### src/rtl/alu_arbiter.sv
// alu_arbiter: shares one combinational ALU between NREQ requesters.
//
// One {op,a,b} command is accepted at a time under round-robin priority. The
// command drives the ALU for exactly one cycle (EXEC). The ALU outputs are
// registered, then presented to the winning requester (RESP) until it accepts.
//
// Ports:
//   clk, rst_n          rising-edge clock, asynchronous active-low reset
//   req_valid/ready     per-requester command handshake (ready one-hot or zero)
//   req_op/a/b          packed per-requester command fields
//   resp_valid/ready    per-requester response handshake (valid one-hot)
//   resp_result/cf/of   registered ALU result and flags
//   alu_num1/num2/op    to the ALU, non-zero only in EXEC
//   alu_result/cf/overflow  from the ALU
//
// Optional feature, enabled by defining ALU_ARB_STATS_EN:
//   stat_clr            synchronous clear of the grant counters
//   stat_grants         one saturating 8-bit grant counter per requester

module alu_arbiter #(
  parameter int unsigned NREQ = 2,
  parameter int unsigned W    = 4
) (
  input  logic              clk,
  input  logic              rst_n,
  input  logic [NREQ-1:0]   req_valid,
  output logic [NREQ-1:0]   req_ready,
  input  logic [3*NREQ-1:0] req_op,
  input  logic [W*NREQ-1:0] req_a,
  input  logic [W*NREQ-1:0] req_b,
  output logic [NREQ-1:0]   resp_valid,
  input  logic [NREQ-1:0]   resp_ready,
  output logic [W-1:0]      resp_result,
  output logic              resp_cf,
  output logic              resp_of,
  output logic [W-1:0]      alu_num1,
  output logic [W-1:0]      alu_num2,
  output logic [2:0]        alu_op,
  input  logic [W-1:0]      alu_result,
  input  logic              alu_cf,
  input  logic              alu_overflow
`ifdef ALU_ARB_STATS_EN
  ,
  input  logic              stat_clr,
  output logic [8*NREQ-1:0] stat_grants
`endif
);

  localparam int unsigned IW = (NREQ > 1) ? $clog2(NREQ) : 1;

  localparam logic [1:0] StIdle = 2'd0;
  localparam logic [1:0] StExec = 2'd1;
  localparam logic [1:0] StResp = 2'd2;

  logic [1:0]    state_q, state_d;
  logic [IW-1:0] rr_ptr_q, rr_ptr_d;
  logic [IW-1:0] gnt_q, gnt_d;
  logic [2:0]    op_q, op_d;
  logic [W-1:0]  a_q, a_d;
  logic [W-1:0]  b_q, b_d;
  logic [W-1:0]  result_q, result_d;
  logic          cf_q, cf_d;
  logic          of_q, of_d;

  logic [IW-1:0] arb_idx;
  logic [IW-1:0] cand_idx;
  logic          arb_found;
  logic          accept;

  // Round-robin scan starting at rr_ptr; first valid requester wins.
  always_comb begin
    arb_idx   = '0;
    arb_found = 1'b0;
    cand_idx  = '0;
    for (int unsigned k = 0; k < NREQ; k++) begin
      cand_idx = IW'((32'(rr_ptr_q) + k) % NREQ);
      if (!arb_found && req_valid[cand_idx]) begin
        arb_found = 1'b1;
        arb_idx   = cand_idx;
      end
    end
  end

  assign accept = (state_q == StIdle) && arb_found;

  // rst_n gates ready so nothing looks accepted while reset is held.
  always_comb begin
    req_ready = '0;
    if (accept && rst_n) begin
      req_ready[arb_idx] = 1'b1;
    end
  end

  always_comb begin
    resp_valid = '0;
    if (state_q == StResp) begin
      resp_valid[gnt_q] = 1'b1;
    end
  end

  always_comb begin
    alu_num1 = '0;
    alu_num2 = '0;
    alu_op   = '0;
    if (state_q == StExec) begin
      alu_num1 = a_q;
      alu_num2 = b_q;
      alu_op   = op_q;
    end
  end

  assign resp_result = result_q;
  assign resp_cf     = cf_q;
  assign resp_of     = of_q;

  always_comb begin
    state_d  = state_q;
    rr_ptr_d = rr_ptr_q;
    gnt_d    = gnt_q;
    op_d     = op_q;
    a_d      = a_q;
    b_d      = b_q;
    result_d = result_q;
    cf_d     = cf_q;
    of_d     = of_q;
    case (state_q)
      StIdle: begin
        if (accept) begin
          gnt_d   = arb_idx;
          op_d    = req_op[32'(arb_idx) * 3 +: 3];
          a_d     = req_a[32'(arb_idx) * W +: W];
          b_d     = req_b[32'(arb_idx) * W +: W];
          state_d = StExec;
        end
      end
      StExec: begin
        result_d = alu_result;
        cf_d     = alu_cf;
        of_d     = alu_overflow;
        state_d  = StResp;
      end
      StResp: begin
        if (resp_ready[gnt_q]) begin
          rr_ptr_d = (gnt_q == IW'(NREQ - 1)) ? '0 : gnt_q + 1'b1;
          state_d  = StIdle;
        end
      end
      default: state_d = StIdle;
    endcase
  end

  always_ff @(posedge clk or negedge rst_n) begin
    if (!rst_n) begin
      state_q  <= StIdle;
      rr_ptr_q <= '0;
      gnt_q    <= '0;
      op_q     <= '0;
      a_q      <= '0;
      b_q      <= '0;
      result_q <= '0;
      cf_q     <= 1'b0;
      of_q     <= 1'b0;
    end else begin
      state_q  <= state_d;
      rr_ptr_q <= rr_ptr_d;
      gnt_q    <= gnt_d;
      op_q     <= op_d;
      a_q      <= a_d;
      b_q      <= b_d;
      result_q <= result_d;
      cf_q     <= cf_d;
      of_q     <= of_d;
    end
  end

`ifdef ALU_ARB_STATS_EN
  logic [8*NREQ-1:0] stat_q, stat_d;

  // Clear has priority over a same-cycle increment.
  always_comb begin
    stat_d = stat_q;
    for (int unsigned i = 0; i < NREQ; i++) begin
      if (stat_clr) begin
        stat_d[8*i +: 8] = 8'h00;
      end else if (accept && (arb_idx == IW'(i)) && (stat_q[8*i +: 8] != 8'hFF)) begin
        stat_d[8*i +: 8] = stat_q[8*i +: 8] + 8'd1;
      end
    end
  end

  always_ff @(posedge clk or negedge rst_n) begin
    if (!rst_n) begin
      stat_q <= '0;
    end else begin
      stat_q <= stat_d;
    end
  end

  assign stat_grants = stat_q;
`endif

endmodule
### config.mk
export PLATFORM = sky130hd
export DESIGN_NAME = alu_arbiter
export DESIGN_NICKNAME = d
export VERILOG_FILES = /design/src/rtl/alu_arbiter.sv
export SDC_FILE = /design/constraint.sdc
export NUM_CORES = 1
export LEC_CHECK = 0
export CAP_MARGIN = 0
export CELL_PAD_IN_SITES_DETAIL_PLACEMENT = 1
export CELL_PAD_IN_SITES_GLOBAL_PLACEMENT = 1
export CORE_ASPECT_RATIO = 0.7
export CORE_MARGIN = 1
export CORE_UTILIZATION = 31
export DETAILED_ROUTE_END_ITERATION = 7
export GPL_ROUTABILITY_DRIVEN = 0
export PLACE_DENSITY = 0.88
export RECOVER_POWER = 100
export REMOVE_ABC_BUFFERS = 1
export SYNTH_ARGS = -nofsm -noshare
export SYNTH_HDL_FRONTEND = slang
export SYNTH_SLANG_ARGS = --single-unit
### constraint.sdc
create_clock -name clk -period 3.1 [get_ports clk]
set_clock_uncertainty 0.15 [all_clocks]
set_input_delay 0.465 -clock clk [delete_from_list [all_inputs] [get_ports clk]]
set_output_delay 0.465 -clock clk [all_outputs]
set_load 0.02 [all_outputs]
==> impl_metrics.toml <==
[run_status]
outcome = "complete, no violations"

[global_route]
grt_pass1_vias = 1239
grt_pass1_wl_um = 5820
grt_max_degree = 19
grt_overflow = 0
grt_antenna_before_repair = 0
track_usage_pct = 20.9

[critical_path]
r2r-end = "b_q[1]$_DFFE_PN0P_"
path_buf_inv = 2
end_kind = "output port"
reg2reg_depth = 3
cp-endpoint = "req_ready[0]"
cp_max_fo = 14
crit_cells = 5
cp-start-kind = "input pin"
cp.required_ns = 2.48
critPathSlowestCell = "clkdlybuf4s50_1"
r2r_slack_ns = 1.44
cp_cell_sequence = "dlygate4sd3_1 > or2_1 > and2_4 > and3_1 > clkdlybuf4s50_1"
slowest_delay_ns = 0.60
r2r-start = "rr_ptr_q$_DFFE_PN0P_"
crit_start = "req_valid[0]"
arrival_ns = 2.21
crit_type = "input pin to output port"
critical_path.top_delay_family = "buffers and inverters"

[detailed_routing]
via_per_inst = 5.15
wl_per_cell_um = 17.2
drc = 0
antenna_left = 0
wl_um = 3720
drt-pass1-iter-count = 4
drt_iter0_drc = 40
via_count = 1112

[clock_network]
cts_resized = 0
htree_levels = 1
post_cts_buffers = 0
cts.clk_slew.worst_paths_ns = 0.08
cts_sinks = 21
cts-root-buf = "clkbuf_8"
cts_tree = "yes"
cts_hold_buffers = 0
numCtsBuffers = 3
clock_latency_ns = 0.26
clockBufferDepth = 2

[placement]
dp_hpwl_um = 2860
dp.cells = 212
dpl_cell_area_mm2 = 0.00173
io_buffers = 54

[logic_synthesis]
synth.area.top_cells = "dfrtp_1 47%, a31oi_2 8.9%, and2_1 6.1%, mux2_2 6.0%, a21oi_1 5.3%"
yosysSeqAreaShare_pct = 46.6
avgSynthCellArea_um2 = 9.98
yosys.area.top_type = "dfrtp_1"
synthCells = 113
yosysMostFrequentCell = "dfrtp_1"
synth_edf_count = 0
ys_types = 25
async_flop_share_pct = 100
synth_warnings = 0
syn_area_mm2 = 0.00113
ys_top_cells_by_count = "21 x dfrtp_1, 12 x a21oi_1, 12 x o21ai_0, 11 x and2_1, 11 x nand3_1"
synth_flop_cell = "dfrtp_1"
synth_seq_cells = 21
synth_top_area_share_pct = 46.6

[sta]
finalCriticalPeriod_ns = 2.83
fmax_ghz = 0.353
fin_tns_setup_ns = 0
hold_ws_ns = 0.364
worstMarginPinSlew_ns = 0.674
slew_headroom_pct = 54.9
finalCritPeriodShare_pct = 91.3
timing_hold_violations_final = 0
slew_violations = 0
rsz0062_at_grt = "false"
setup_violations = 0

[floorplanning]
core_mm2 = 0.00330
core.rowCount = 17
dieArea_mm2 = 0.00389
start_util_pct = 34.2
pin_count = 55
die_h_um = 52.5
fp.dieW_um = 74.1

[power_and_ir_drop]
p_leak_nw = 0.717
p_per_area_mw_per_mm2 = 878
ir_drop_mv = 0.317
total_power_mw = 1.55

[finish]
fillers = 386
antenna_cells = 0
synthToLayoutAreaGrowth_pct = 56.2
layout.cells.non_filler = 216
regArea_um2 = 526
multiInputGateArea_um2 = 537
fin_nets = 204
drive_above_1_share_pct = 14.2
fin_area_mm2 = 0.00176

[min_path]
hold_path_class = "flop to flop"

[flow_run]
drv_cap = 0
logic make-up after synthesis:
kind of cell	count (synthesis)	synth area share, %
AND/OR/NAND/NOR	35	18.0
flip-flops	21	46.6
AO/OA/AOI/OAI	39	24.3
multiplexers	6	5.99
buffers and inverters	12	5.10
sequential cells by signal, summed over array words and instances (netlist names):
register,flops
state_q,2
resp_of,1
a_q,4
resp_cf,1
op_q,3
gnt_q,1
resp_result,4
b_q,4
rr_ptr_q,1
layout make-up:
type,instances,share of cell area [%]
clock buffers,3,2.35
multi-input cells,80,30.5
well taps,47,3.34
clock inverters,1,0.284
inverters,4,0.853
repair buffers,60,32.8
flip-flops and latches,21,29.9
routing by layer:
metal | part of all wire (%) | vias up | global-route usage (%)
met1 | 38 | 559 | 22.5
met4 | 1.4 | 0 | 6.73
met2 | 57 | 31 | 41.4
met3 | 3.4 | 7 | 3.08
li1 | - | 515 | -
met5 | 0 | - | 0
worst register-to-register path, stage by stage, from the launching register on:
cell	delay (ns)
dfrtp_1	0.43
nor2b_1	0.56
o21ai_0	0.23
a31oi_2	0.21
how the worst min path moves through the flow:
stage          depth (start not counted)                         end  slack, ns                  startpoint
3_5_place_dp                           1  resp_result[3]$_DFFE_PN0N_       0.35  resp_result[3]$_DFFE_PN0N_
6_report                               1  resp_result[3]$_DFFE_PN0N_       0.36  resp_result[3]$_DFFE_PN0N_
2_1_floorplan                          0          a_q[0]$_DFFE_PN0P_       0.02                       rst_n
5_1_grt                                1         op_q[2]$_DFFE_PN0P_       0.37                       rst_n
3_3_place_gp                           1  resp_result[1]$_DFFE_PN0N_       0.34  resp_result[1]$_DFFE_PN0N_
4_1_cts                                1          a_q[3]$_DFFE_PN0P_       0.30                       rst_n
cells in the final DEF (no fill, tap or decap):
cell type	instances
clkdlybuf4s50_1	32
dlygate4sd3_1	22
dfrtp_1	21
o21ai_0	13
a21oi_1	12
and2_1	11
nand3_1	11
a31oi_2	8
mux2_2	6
inv_1	4
nor2_1	4
a31oi_1	4
buf_4	4
clkbuf_8	3
nand2b_1	2
clkbuf_1	2
nor2_4	1
or2_1	1
and2_4	1
nand2_1	1
and3_1	1
and4_1	1
nor2b_1	1
o21bai_1	1
o32ai_1	1
clkinv_2	1
metrics by stage:
stage               util (%)  worst slack [ns]
floorplan                  -             0.982
global placement        52.4             0.345
detailed placement      52.4             0.341
CTS                     53.9             0.327
global route            53.4             0.171
finish                  53.4             0.270
where the power goes:
| part | leakage, nW | internal [mW] | switching [mW] | total (mW) |
|---|---|---|---|---|
| clock | 0.0255 | 0.0897 | 0.0946 | 0.184 |
| sequential | 0.240 | 0.413 | 0.0951 | 0.508 |
| combinational | 0.452 | 0.395 | 0.459 | 0.854 |
Note: power is estimated with default switching activity, not from simulation.
